==> src/rtl/wptr_binary_to_grey_if.sv <==
// wptr_binary_to_grey_if
// Bundles the producer-facing and read-pointer signals of the async FIFO
// write-side pointer generator.
//
// Handshake: wr_en_in is the producer's request; a write is accepted on a
// rising clk edge exactly when wr_accept_out is high at that edge
// (wr_accept_out = wr_en_in & ~full_out). A request that is not accepted is
// simply not taken; the producer keeps wr_en_in high to retry.
//
// Signals:
//   wr_en_in          producer write request
//   rptr_grey_sync_in read pointer (Gray), already synchronized to clk
//   waddr_out         memory write address
//   wptr_grey_out     registered Gray write pointer for the read domain
//   full_out          registered full flag
//   wr_accept_out     memory write strobe
//   almost_full_out   registered almost-full flag (WPTR_ALMOST_FULL_EN only)
//
// modport slave  : used by the pointer generator
// modport master : used by the producer / test environment
interface wptr_binary_to_grey_if #(
    parameter int ADDR_WIDTH = 3
);
    logic                  wr_en_in;
    logic [ADDR_WIDTH:0]   rptr_grey_sync_in;
    logic [ADDR_WIDTH-1:0] waddr_out;
    logic [ADDR_WIDTH:0]   wptr_grey_out;
    logic                  full_out;
    logic                  wr_accept_out;
`ifdef WPTR_ALMOST_FULL_EN
    logic                  almost_full_out;
`endif

    modport slave (
        input  wr_en_in,
        input  rptr_grey_sync_in,
        output waddr_out,
        output wptr_grey_out,
        output full_out,
`ifdef WPTR_ALMOST_FULL_EN
        output almost_full_out,
`endif
        output wr_accept_out
    );

    modport master (
        output wr_en_in,
        output rptr_grey_sync_in,
        input  waddr_out,
        input  wptr_grey_out,
        input  full_out,
`ifdef WPTR_ALMOST_FULL_EN
        input  almost_full_out,
`endif
        input  wr_accept_out
    );
endinterface

==> src/rtl/wptr_binary_to_grey.sv <==
// wptr_binary_to_grey
// Write-side pointer generator for the asynchronous FIFO. Keeps the binary
// write pointer, registers its Gray encoding for crossing into the read
// domain, and produces a registered full flag by comparing the next Gray
// write pointer against the synchronized Gray read pointer.
//
// Ports:
//   clk    write-domain clock, rising edge
//   rst_n  synchronous active-low reset
//   bus    wptr_binary_to_grey_if.slave (wr_en_in, rptr_grey_sync_in,
//          waddr_out, wptr_grey_out, full_out, wr_accept_out
//          [, almost_full_out])
//
// Optional feature: define WPTR_ALMOST_FULL_EN to add almost_full_out,
// asserted when at least DEPTH-1 entries are occupied.
module wptr_binary_to_grey #(
    parameter int ADDR_WIDTH = 3
) (
    input  logic                 clk,
    input  logic                 rst_n,
    wptr_binary_to_grey_if.slave bus
);
    localparam int PW    = ADDR_WIDTH + 1;
    localparam int DEPTH = 2 ** ADDR_WIDTH;

    // Inverting the two top bits of a Gray pointer gives the Gray value
    // exactly DEPTH positions ahead. For ADDR_WIDTH=1 this mask covers both
    // bits, which is the degenerate case of the same rule.
    localparam logic [PW-1:0] FULL_MASK = {PW{1'b1}} ^ ({PW{1'b1}} >> 2);

    logic [PW-1:0] wbin;
    logic [PW-1:0] wgrey;
    logic          full;
    logic          wr_accept;
    logic [PW-1:0] wbin_next;
    logic [PW-1:0] wgrey_next;
    logic          full_next;

    assign wr_accept  = bus.wr_en_in & ~full;
    assign wbin_next  = wbin + {{ADDR_WIDTH{1'b0}}, wr_accept};
    assign wgrey_next = (wbin_next >> 1) ^ wbin_next;
    // Uses the post-write pointer so full rises on the filling write itself.
    assign full_next  = (wgrey_next == (bus.rptr_grey_sync_in ^ FULL_MASK));

    always_ff @(posedge clk) begin
        if (!rst_n) begin
            wbin  <= '0;
            wgrey <= '0;
            full  <= 1'b0;
        end else begin
            wbin  <= wbin_next;
            wgrey <= wgrey_next;
            full  <= full_next;
        end
    end

`ifdef WPTR_ALMOST_FULL_EN
    localparam logic [PW-1:0] AF_LEVEL = PW'(DEPTH - 1);

    logic [PW-1:0] rbin;
    logic [PW-1:0] occupancy_next;
    logic          almost_full;

    // Gray to binary: each binary bit is the XOR of all Gray bits above and
    // including it, accumulated from the MSB down.
    always_comb begin
        rbin = bus.rptr_grey_sync_in;
        for (int i = PW - 2; i >= 0; i--) begin
            rbin[i] = rbin[i+1] ^ bus.rptr_grey_sync_in[i];
        end
    end

    // Modulo subtraction across the wrap bit gives the occupancy directly;
    // a full FIFO reads DEPTH, so the flag stays set while full.
    assign occupancy_next = wbin_next - rbin;

    always_ff @(posedge clk) begin
        if (!rst_n) begin
            almost_full <= 1'b0;
        end else begin
            almost_full <= (occupancy_next >= AF_LEVEL);
        end
    end

    assign bus.almost_full_out = almost_full;
`endif

    assign bus.waddr_out     = wbin[ADDR_WIDTH-1:0];
    assign bus.wptr_grey_out = wgrey;
    assign bus.full_out      = full;
    assign bus.wr_accept_out = wr_accept;
endmodule

==> src/flat_wrapper.sv <==
// flat-port wrapper written by rule: the top's interface ports become plain ports
module wptr_binary_to_grey_flat 
#(
    parameter int ADDR_WIDTH = 3
)
  (clk, rst_n, bus_wr_en_in, bus_rptr_grey_sync_in, bus_waddr_out, bus_wptr_grey_out, bus_full_out, bus_wr_accept_out);
  wptr_binary_to_grey_if #(.ADDR_WIDTH(ADDR_WIDTH)) bus_i ();
  input  logic clk;
  input  logic rst_n;
  input wire logic [$bits(bus_i.wr_en_in)-1:0] bus_wr_en_in;
  input wire logic [$bits(bus_i.rptr_grey_sync_in)-1:0] bus_rptr_grey_sync_in;
  output wire logic [$bits(bus_i.waddr_out)-1:0] bus_waddr_out;
  output wire logic [$bits(bus_i.wptr_grey_out)-1:0] bus_wptr_grey_out;
  output wire logic [$bits(bus_i.full_out)-1:0] bus_full_out;
  output wire logic [$bits(bus_i.wr_accept_out)-1:0] bus_wr_accept_out;
  assign bus_i.wr_en_in = bus_wr_en_in;
  assign bus_i.rptr_grey_sync_in = bus_rptr_grey_sync_in;
  assign bus_waddr_out = bus_i.waddr_out;
  assign bus_wptr_grey_out = bus_i.wptr_grey_out;
  assign bus_full_out = bus_i.full_out;
  assign bus_wr_accept_out = bus_i.wr_accept_out;
  wptr_binary_to_grey #(.ADDR_WIDTH(ADDR_WIDTH)) u_core (.clk(clk), .rst_n(rst_n), .bus(bus_i));
endmodule
==> config.mk <==
export PLATFORM = sky130hd
export DESIGN_NAME = wptr_binary_to_grey_flat
export DESIGN_NICKNAME = d
export VERILOG_FILES = /design/src/rtl/wptr_binary_to_grey_if.sv /design/src/rtl/wptr_binary_to_grey.sv /design/src/flat_wrapper.sv
export SDC_FILE = /design/constraint.sdc
export NUM_CORES = 1
export LEC_CHECK = 0
export BUFFER_PORTS_ARGS = -buffer_cell sky130_fd_sc_hd__buf_2
export CAP_MARGIN = 30
export CORE_AREA = 2 2 39 41
export DETAILED_ROUTE_END_ITERATION = 8
export DIE_AREA = 0 0 41 43
export PLACE_DENSITY = 0.57
export REMOVE_ABC_BUFFERS = 1
export SLEW_MARGIN = 0
export SYNTH_ARGS = -nofsm -noshare
export SYNTH_HDL_FRONTEND = slang
export SYNTH_SLANG_ARGS = --single-unit
==> constraint.sdc <==
create_clock -name clk -period 2 [get_ports clk]
set_clock_uncertainty 0.1 [all_clocks]
set_input_delay 0.2 -clock clk [delete_from_list [all_inputs] [get_ports clk]]
set_output_delay 0.2 -clock clk [all_outputs]
set_load 0.005 [all_outputs]
# ---- Word level (Yosys, flattened, before mapping)
# Index checks and enable logic that the tools add are counted.
dict set report totals {
  latch_bits 0
  input_bits 7
  rom_bits 0
  reg_bits 9
  elab_cells 9
  memories 0
  mem_bits_rw 0
  output_inout_bits 9
}
dict set report classes {
  n_eq_ne 1
  n_lt_le_gt_ge 0
  n_reduce_logical 0
  shift 0
  n_mul 0
  n_div 0
  bitwise 4
  n_addsub 1
  n_mux 0
}
# cell count
set op_table {}
lappend op_table {{$add 4x1->4} 1}
lappend op_table {{$eq 4x4->1} 1}
lappend op_table {{$xor 3x4->4} 1}
lappend op_table {{$not 2->2} 1}
lappend op_table {{$and 1x1->1} 1}
lappend op_table {{$not 1->1} 1}

# ---- Longest topological paths before layout
# Gate-level depths: netlist (run 1).
dict set report depth {
  word_depth 5
  ltp_mapped 6
}

# ---- Least setup slack after synthesis (run 1)
# No wires, ideal clock.
dict set report synth_timing {
  path_type {flip-flop to flip-flop}
  startpoint {reg u_core.full, in the netlist u_core.bus.full_out}
  endpoint {reg u_core.full, in the netlist u_core.bus.full_out}
  t_arrival_ps 1646
  synth_period_minus_slack_ps 1834
  setup_slack_ps 166
  setup_ps 88
  required_time_ps 1812
  stages_incl_launch_ff 7
  path_cell_list {dfxtp_1 nor2b_1 ha_1 ha_1 xnor3_2 xnor2_1 nor4_2}
}
dict set report synth_between {
  elab_chain_len 5
}
# element line
set synth_lines {}
lappend synth_lines {{start: declaration} wptr_binary_to_grey.sv:33} ;# logic full;
lappend synth_lines {{start signal: assignment} wptr_binary_to_grey.sv:53} ;# full <= full_next;
lappend synth_lines {{$not 1->1} wptr_binary_to_grey.sv:39} ;# assign wr_accept = bus.wr_en_in & ~full;
lappend synth_lines {{$and 1x1->1} wptr_binary_to_grey.sv:39}
lappend synth_lines {{named net bus_wr_accept_out} flat_wrapper.sv:15} ;# output wire logic [$bits(bus_i.wr_accept_out)-1:0] bus_wr_accept_out;
lappend synth_lines {{$add 4x1->4} wptr_binary_to_grey.sv:40} ;# assign wbin_next = wbin + {{ADDR_WIDTH{1'b0}}, wr_accept};
lappend synth_lines {{$xor 3x4->4} wptr_binary_to_grey.sv:41} ;# assign wgrey_next = (wbin_next >> 1) ^ wbin_next;
lappend synth_lines {{$eq 4x4->1} wptr_binary_to_grey.sv:43} ;# assign full_next = (wgrey_next == (bus.rptr_grey_sync_in ^ FULL_MASK));
# The timed path passes the listed nets, and every way through them passes these cells.
# A chain may end at the register's enable or synchronous reset.

# ---- Final worst setup path (run 1)
dict set report layout_timing {
  startpoint {reg u_core.full, in the netlist u_core.bus.full_out}
  endpoint {reg u_core.full, in the netlist u_core.bus.full_out}
}
dict set report layout_between {
  elab_chain_len 5
}
# element line
set layout_lines {}
lappend layout_lines {{$not 1->1} wptr_binary_to_grey.sv:39}
lappend layout_lines {{$and 1x1->1} wptr_binary_to_grey.sv:39}
lappend layout_lines {{$add 4x1->4} wptr_binary_to_grey.sv:40}
lappend layout_lines {{$xor 3x4->4} wptr_binary_to_grey.sv:41}
lappend layout_lines {{$eq 4x4->1} wptr_binary_to_grey.sv:43}
# No other way between the ends.

==> results.toml, run 1 <==
[worst_setup_path]
r2r_end = "u_core.bus.full_out"
worstSetupStartpointType = "flop"
crit_path_max_incr_delay_ns = 0.44
crit_path_end_kind = "flop"
cpMaxStageDelayCell = "xnor3_2"
cpLargestDelayFamily = "XOR/XNOR gates"
crit_fanout = 3
crit_required_ns = 2.07
r2r_setup_slack_ns = 0.17
rr_worst_depth = 6
cp.arrival_ns = 1.90
critical_path_buf_inv_count = 0
worst-path-stages = 6
path_class = "flop to flop"
rr_startpoint = "u_core.bus.full_out"
setup.worst_path.end = "u_core.bus.full_out"
crit_start = "u_core.bus.full_out"
worstPathCellList = "nor2b_1, ha_1, ha_2, xnor3_2, xnor2_1, nor4_2"

[run_status]
outcome = "finished clean"

[drt]
wl_per_cell_um = 10.2
final_antenna_net_count = 0
drt-initial-drc-count = 0
routed_wl_um = 692
remaining_drc_errors = 0
vias_per_cell = 4.31
first_pass_iters = 1
via_count = 293

[timing]
fmaxAchievable_mhz = 545
setup_violations = 0
post-route-min-period_ns = 1.83
holdWs_ns = 0.102
hold_viol_final = 0
slew_viol_final = 0
worst_pin_slew_ns = 0.248
finalSetupTns_ns = 0
fin_crit_sh_pct = 91.7
rsz0062_at_grt = "false"
relSlewSlack_pct = 83.3

[synthesis]
yosys_warnings = 0
synth_cell_types = 14
syn_area_sq_um = 397
synthCells = 34
synth_seq_cells = 8
synth.avg_cell_area_sq_um = 11.7
ys_seq_area_share_pct = 40.4

[clock_tree]
cts_setup_buffers = 0
cts_tree = "built"
cts-root-buf = "clkbuf_4"
clk_path_buf_depth = 2
worstSkewPairLatency_ns = 0.25
clock-sinks = 8
h-tree-depth = 1
cts_buffers = 3
clk_pin_slew_ns = 0.05

[power]
p_seq_share_pct = 44.8
swShare_pct = 25.0
powerDensity_nw_per_um2 = 773
clkPwrFrac_pct = 31.0
leakage_nw = 0.259
power.internal_uw = 300
pwr-share-comb_pct = 24.2
p_switching_uw = 99.8
power_uw = 400
peakVddDrop_v = 0.000219

[floorplan]
dieArea_sq_um = 1760
coreArea_sq_um = 1380
ios = 16
fp.dieH_um = 43
initial_core_util_pct = 28.7
row_count = 14
die_x_um = 41

[grt]
grt_use_total_pct = 11.1
first_global_vias = 310
antenna_found_initial = 0
overflow = 0
grt_pass1_wl_um = 1240
grt_max_degree = 6

[finish]
antenna_cells = 0
mostFrequentLayoutCells = "15 x buf_2, 8 x dfxtp_1, 7 x xnor2_1"
layout-drive-gt1-share_pct = 42.3
utilization_pct = 37.3
mostFrequentLayoutCell = "buf_2"
layout.nets = 63
area_delta_synth_final_pct = 30.3

[place]
hpwlAfterDp_um = 561
io_buffers = 15
place_congestion = 0.700

[run]
maxCapViolations = 0

[worst_hold_path]
hold-path-cell-count = 2
min_path_type = "input port to flop"
[routing by layer]
layer  wire length, um  vias up  global-route usage (%)
li1                  -      149                       -
met1               307      130                    12.8
met2               309       10                    14.7
met3                50        4                    4.71
met4                25        0                    10.0
met5                 0        -                       0
[power groups by stage]
stage	clock network (mW)	logic, mW	registers, mW
2_1_floorplan	0	0.0659	0.185
3_3_place_gp	0	0.0964	0.182
3_5_place_dp	0	0.0976	0.182
4_1_cts	0.127	0.0980	0.179
5_1_grt	0.139	0.109	0.182
6_report	0.124	0.0968	0.179
[timing repair]
item,4_1_cts,5_1_grt
setup endpoints to repair,0,1
hold buffers,0,0
resized for setup,0,1
[registers in the layout (all words and copies together), names as in the netlist]
name and flops:
u_core.bus.wptr_grey_out 4, u_core.bus.full_out 1, u_core.wbin 3
[final cells by class]
class                   count  area, sq um
repair buffers             15         75.1
multi-input cells          25          235
well taps                  16         20.0
fillers                   154          867
inverters                   1         3.75
clock buffers               3         22.5
flip-flops and latches      8          160
[Yosys cell counts]
| library cell | instances | area [sq um] |
|---|---|---|
| and2_1 | 2 | 12.5 |
| nand2_1 | 1 | 3.75 |
| xnor3_1 | 2 | 45.0 |
| xnor2_1 | 7 | 61.3 |
| inv_1 | 1 | 3.75 |
| a21bo_2 | 1 | 10.0 |
| nor2_1 | 5 | 18.8 |
| nor2b_1 | 1 | 6.26 |
| ha_1 | 2 | 25.0 |
| nor4_2 | 1 | 12.5 |
| nand3_1 | 1 | 5.00 |
| xnor3_2 | 1 | 23.8 |
| xor2_1 | 1 | 8.76 |
| dfxtp_1 | 8 | 160 |
[worst min path at each step]
| stage | startpoint | slack (ns) | to |
|---|---|---|---|
| 2_1_floorplan | rst_n | 0.22 | u_core.wbin[1] |
| 3_3_place_gp | rst_n | 0.36 | u_core.wbin[0] |
| 3_5_place_dp | rst_n | 0.36 | u_core.wbin[1] |
| 4_1_cts | rst_n | 0.11 | u_core.wbin[0] |
| 5_1_grt | rst_n | 0.1 | u_core.wbin[0] |
| 6_report | rst_n | 0.10 | u_core.wbin[1] |
[metrics by stage]
step	area, sq um	instances	setup slack [ns]
2_1_floorplan	397	34	0.166
6_report	517	68	0.165
3_5_place_dp	492	65	0.130
3_3_place_gp	492	65	0.152
5_1_grt	517	68	0.0108
4_1_cts	514	68	0.114
[worst register-to-register path: stages, from the launching register on]
cell	delay, ns
dfxtp_1	0.31
nor2b_1	0.14
ha_1	0.21
ha_2	0.23
xnor3_2	0.44
xnor2_1	0.15
nor4_2	0.19
[cells by family (layout without fill, tap and decap cells)]
kind of cell               after synthesis  in the layout  share of synthesized area, %
DFF                                      8              8                          40.4
adders and majority gates                2              2                          6.31
buffers and inverters                    1             19                         0.945
AOI/OAI and AO/OA                        1              1                          2.52
xor gates and xnor gates                11             11                          35.0
and+or+nand+nor                         11             11                          14.8
Note: power is estimated with default switching activity, not from simulation.
==> run 2, diff against run 1 <==
Settings changed: PLACE_DENSITY 0.57 to 0.61.
==> run 2 against run 1 <==
Effect of this change:
- combinational power decreased by 2%
- final area did not move
- sequential power about the same
- clock power is essentially flat
- sequential cell count unchanged
- via count fell by 3.8%
- worst hold slack worse by 0.013 ns
- highest routed layer unchanged
==> results.toml, run 2 (synthesis gave the netlist of run 1 again) <==
[worst_setup_path]
cp.arrival_ns = 1.92
crit_path_max_incr_delay_ns = 0.44
worstPathCellList = "nor2b_1, ha_1, ha_2, xnor3_2, xnor2_1, nor4_2"
r2r_end = "u_core.bus.full_out"
rr_startpoint = "u_core.bus.full_out"
crit_fanout = 3
setup.worst_path.end = "u_core.bus.full_out"
crit_path_end_kind = "flop"
crit_required_ns = 2.07
rr_worst_depth = 6
path_class = "flop to flop"
cpLargestDelayFamily = "XOR/XNOR gates"
worst-path-stages = 6
worstSetupStartpointType = "flop"
critical_path_buf_inv_count = 0
cpMaxStageDelayCell = "xnor3_2"
r2r_setup_slack_ns = 0.15
crit_start = "u_core.bus.full_out"

[clock_tree]
clock-sinks = 8
cts_buffers = 3
clk_pin_slew_ns = 0.05
h-tree-depth = 1
worstSkewPairLatency_ns = 0.26
cts_setup_buffers = 0
cts_tree = "built"
cts.hold.buffers_added = 0
cts-root-buf = "clkbuf_4"
clk_path_buf_depth = 2

[grt]
antenna_found_initial = 0
first_global_vias = 273
grt_use_total_pct = 10.2
grt_max_degree = 6
overflow = 0
grt_pass1_wl_um = 1100

[timing]
rsz0062_at_grt = "false"
fin_crit_sh_pct = 92.7
finalSetupTns_ns = 0
slew_viol_final = 0
setup_violations = 0
fmaxAchievable_mhz = 539
hold_viol_final = 0
relSlewSlack_pct = 84.1
post-route-min-period_ns = 1.85
worst_pin_slew_ns = 0.236

[place]
io_buffers = 15
place_congestion = 0.684

[run]
maxCapViolations = 0

[drt]
via_count = 282
vias_per_cell = 4.15
routed_wl_um = 661
drt-initial-drc-count = 1
first_pass_iters = 4
remaining_drc_errors = 0
final_antenna_net_count = 0
wl_per_cell_um = 9.72

[finish]
utilization_pct = 37.3
layout-drive-gt1-share_pct = 42.3
area_delta_synth_final_pct = 30.3
mostFrequentLayoutCell = "buf_2"
mostFrequentLayoutCells = "15 x buf_2, 8 x dfxtp_1, 7 x xnor2_1"
largest_register_ffs = 4
antenna_cells = 0
layout.nets = 63

[floorplan]
fp.dieH_um = 43
dieArea_sq_um = 1760
die_x_um = 41
ios = 16
row_count = 14
coreArea_sq_um = 1380
initial_core_util_pct = 28.7

[power]
peakVddDrop_v = 0.000235
leakage_nw = 0.259
powerDensity_nw_per_um2 = 777

[worst_hold_path]
min_path_type = "input port to flop"

[run_status]
outcome = "finished clean"
## run 2: cell counts in the layout (fill, tap and decap cells not counted)
Identical to the previous run, type by type.
## run 2: timing repair
| item | CTS | global route |
|---|---|---|
| setup endpoints to repair | 0 | 1 |
| resized for setup | 0 | 1 |
| endpoints found under the hold margin | 0 | 0 |
## run 2: power by group
part	internal [mW]	leakage, nW	switching (mW)
clock	0.0689	0.0138	0.0585
combinational	0.0579	0.180	0.0371
sequential	0.173	0.0653	0.00580
total	0.300	0.259	0.101
## run 2: metrics by stage
stage	total power, mW	area [sq um]	worst slack (ns)	hold WS [ns]	std cells
final	0.401	517	0.146	0.0891	68
after global routing	0.435	517	0.0147	0.0891	68
after CTS	0.407	514	0.0736	0.0846	68
after detailed placement	0.280	492	0.0834	0.351	65
after global placement	0.278	492	0.118	0.352	65
after floorplan	0.250	397	0.166	0.222	34
## run 2: area by class of cell
| type | count | area (sq um) |
|---|---|---|
| clock buffer | 3 | 22.5 |
| tap | 16 | 20.0 |
| multi-input combinational | 25 | 235 |
| inverter | 1 | 3.75 |
| fill | 137 | 867 |
| timing repair buffer | 15 | 75.1 |
| sequential | 8 | 160 |
## run 2: worst register-to-register path, delay by kind of cell (launching register included)
kind                       cells  cell delay, ns
DFF                            1            0.30
xor gates and xnor gates       2            0.58
adders and majority gates      2            0.44
and+or+nand+nor                2            0.34
## run 2: routing by layer
layer | vias to the layer above | track usage [%] | wire [um]
met2 | 10 | 13.4 | 324
met3 | 2 | 3.14 | 43
met4 | 0 | 12.0 | 19
met1 | 122 | 11.1 | 273
met5 | - | 0 | 0
li1 | 148 | - | -
## run 2: how the worst min path moves through the flow
stage,slack [ns],start,cells past startpoint,endpoint
2_1_floorplan,0.22,rst_n,1,u_core.wbin[1]
5_1_grt,0.09,rst_n,2,u_core.wbin[1]
6_report,0.09,rst_n,2,u_core.wbin[1]
4_1_cts,0.08,rst_n,2,u_core.wbin[1]
3_3_place_gp,0.35,rst_n,2,u_core.wbin[1]
3_5_place_dp,0.35,rst_n,2,u_core.wbin[1]
==> run 3, diff against run 2 <==
Settings changed: CTS_CLUSTER_SIZE set to 24, GPL_TIMING_DRIVEN set to 0, SLEW_MARGIN 0 to 20.
==> run 3 against run 2 <==
Effect of this change:
- final area stayed put
- non-clock buffer count stayed put
- largest cell class unchanged
- clock power is 6% lower
- maximum frequency rose by 0.68%
- register-to-register slack about the same
- die area unchanged
- worst hold slack about the same
- highest routed layer unchanged
- combinational power shrank 0.5%
- largest power group unchanged
- setup slack better by 0.012 ns
==> results.toml, run 3 (synthesis gave the netlist of run 1 again) <==
[floorplan]
initial_core_util_pct = 28.7
row_count = 14
ios = 16
fp.dieH_um = 43
die_x_um = 41
dieArea_sq_um = 1760
coreArea_sq_um = 1380

[run]
maxCapViolations = 0

[place]
hpwlAfterDp_um = 500
io_buffers = 15
place_congestion = 0.686
dp_slack_ns = 0.103

[finish]
ff_latch_area_sq_um = 160
layout.nets = 63
layout-drive-gt1-share_pct = 42.3
antenna_cells = 0
mostFrequentLayoutCells = "15 x buf_2, 8 x dfxtp_1, 7 x xnor2_1"
largest_register_ffs = 4
area_delta_synth_final_pct = 30.3
multi_input_area_sq_um = 235
mostFrequentLayoutCell = "buf_2"
nFillCells = 143

[clock_tree]
clk_path_buf_depth = 2
h-tree-depth = 1
cts_tree = "built"
cts-root-buf = "clkbuf_4"
clk_pin_slew_ns = 0.05
cts_setup_buffers = 0
cts_buffers = 3
worstSkewPairLatency_ns = 0.25
clock-sinks = 8

[grt]
first_global_vias = 258
antenna_found_initial = 0
grt_pass1_wl_um = 966
overflow = 0
grt_max_degree = 6
grt_use_total_pct = 8.87

[drt]
via_count = 271
wl_per_cell_um = 8.68
first_pass_iters = 1
final_antenna_net_count = 0
routed_wl_um = 590
remaining_drc_errors = 0
drt-initial-drc-count = 0
vias_per_cell = 3.99

[timing]
setup_violations = 0
worst_pin_slew_ns = 0.237
slew_viol_final = 0
fmaxAchievable_mhz = 543
relSlewSlack_pct = 84.1
rsz0062_at_grt = "false"
finalSetupTns_ns = 0
hold_viol_final = 0
fin_crit_sh_pct = 92.1
fin_ws_ns = 0.158
post-route-min-period_ns = 1.84

[run_status]
outcome = "finished clean"

[worst_setup_path]
cp.arrival_ns = 1.90
crit_path_end_kind = "flop"
worstSetupStartpointType = "flop"
path_class = "flop to flop"
r2r_setup_slack_ns = 0.16
crit_required_ns = 2.06
crit_fanout = 3

[power]
swShare_pct = 23.8
leakage_nw = 0.259
power.internal_uw = 299
pwr-share-comb_pct = 24.0
p_switching_uw = 93.7
peakVddDrop_v = 0.000223
powerDensity_nw_per_um2 = 761
clkPwrFrac_pct = 30.5
p_seq_share_pct = 45.5

[worst_hold_path]
min_path_type = "input port to flop"
==> run 3: power by group through the flow <==
stage          registers [mW]  logic (mW)  clock network (mW)
6_report                0.179      0.0945               0.120
5_1_grt                 0.181       0.107               0.136
4_1_cts                 0.179      0.0956               0.129
3_5_place_dp            0.183      0.0956                   0
3_3_place_gp            0.182      0.0955                   0
2_1_floorplan           0.185      0.0659                   0
==> run 3: layer usage <==
layer / global-route usage [%] / wire length, um / up-vias
met5: 0 / 0 / -
met4: 10.0 / 13 / 0
met3: 3.14 / 35 / 2
met2: 10.6 / 263 / 10
met1: 10.7 / 278 / 111
li1: - / - / 148
==> run 3: final timing paths <==
check                        end  cells past startpoint           startpoint
max          u_core.bus.full_out                      6  u_core.bus.full_out
min reg2reg       u_core.wbin[2]                      2       u_core.wbin[2]
min               u_core.wbin[1]                      2                rst_n
max reg2reg  u_core.bus.full_out                      6  u_core.bus.full_out
==> run 3: critical path, stage by stage, from the launching register on <==
cell and delay (ns):
dfxtp_1 0.30, nor2b_1 0.13, ha_1 0.21, ha_2 0.22, xnor3_2 0.44, xnor2_1 0.14
nor4_2 0.20
==> run 3: timing repair <==
| action | in CTS | in global routing |
|---|---|---|
| hold buffers | 0 | 0 |
| endpoints found under the setup margin | 0 | 1 |
| gates resized for setup | 0 | 1 |
==> run 3: area by class of cell <==
class                   instances  area share [%]
inverters                       1           0.726
flip-flops and latches          8            31.0
well taps                      16            3.87
repair buffers                 15            14.5
multi-input cells              25            45.5
clock buffers                   3            4.36
==> run 3: metrics by stage <==
stage	std cells	hold WS [ns]	power (mW)	util [%]	area, sq um
finish	68	0.0894	0.393	37.3	517
floorplan	34	0.222	0.250	-	397
global placement	65	0.350	0.278	35.5	492
global route	68	0.101	0.424	37.3	517
detailed placement	65	0.347	0.278	35.5	492
CTS	68	0.0797	0.404	37.2	514
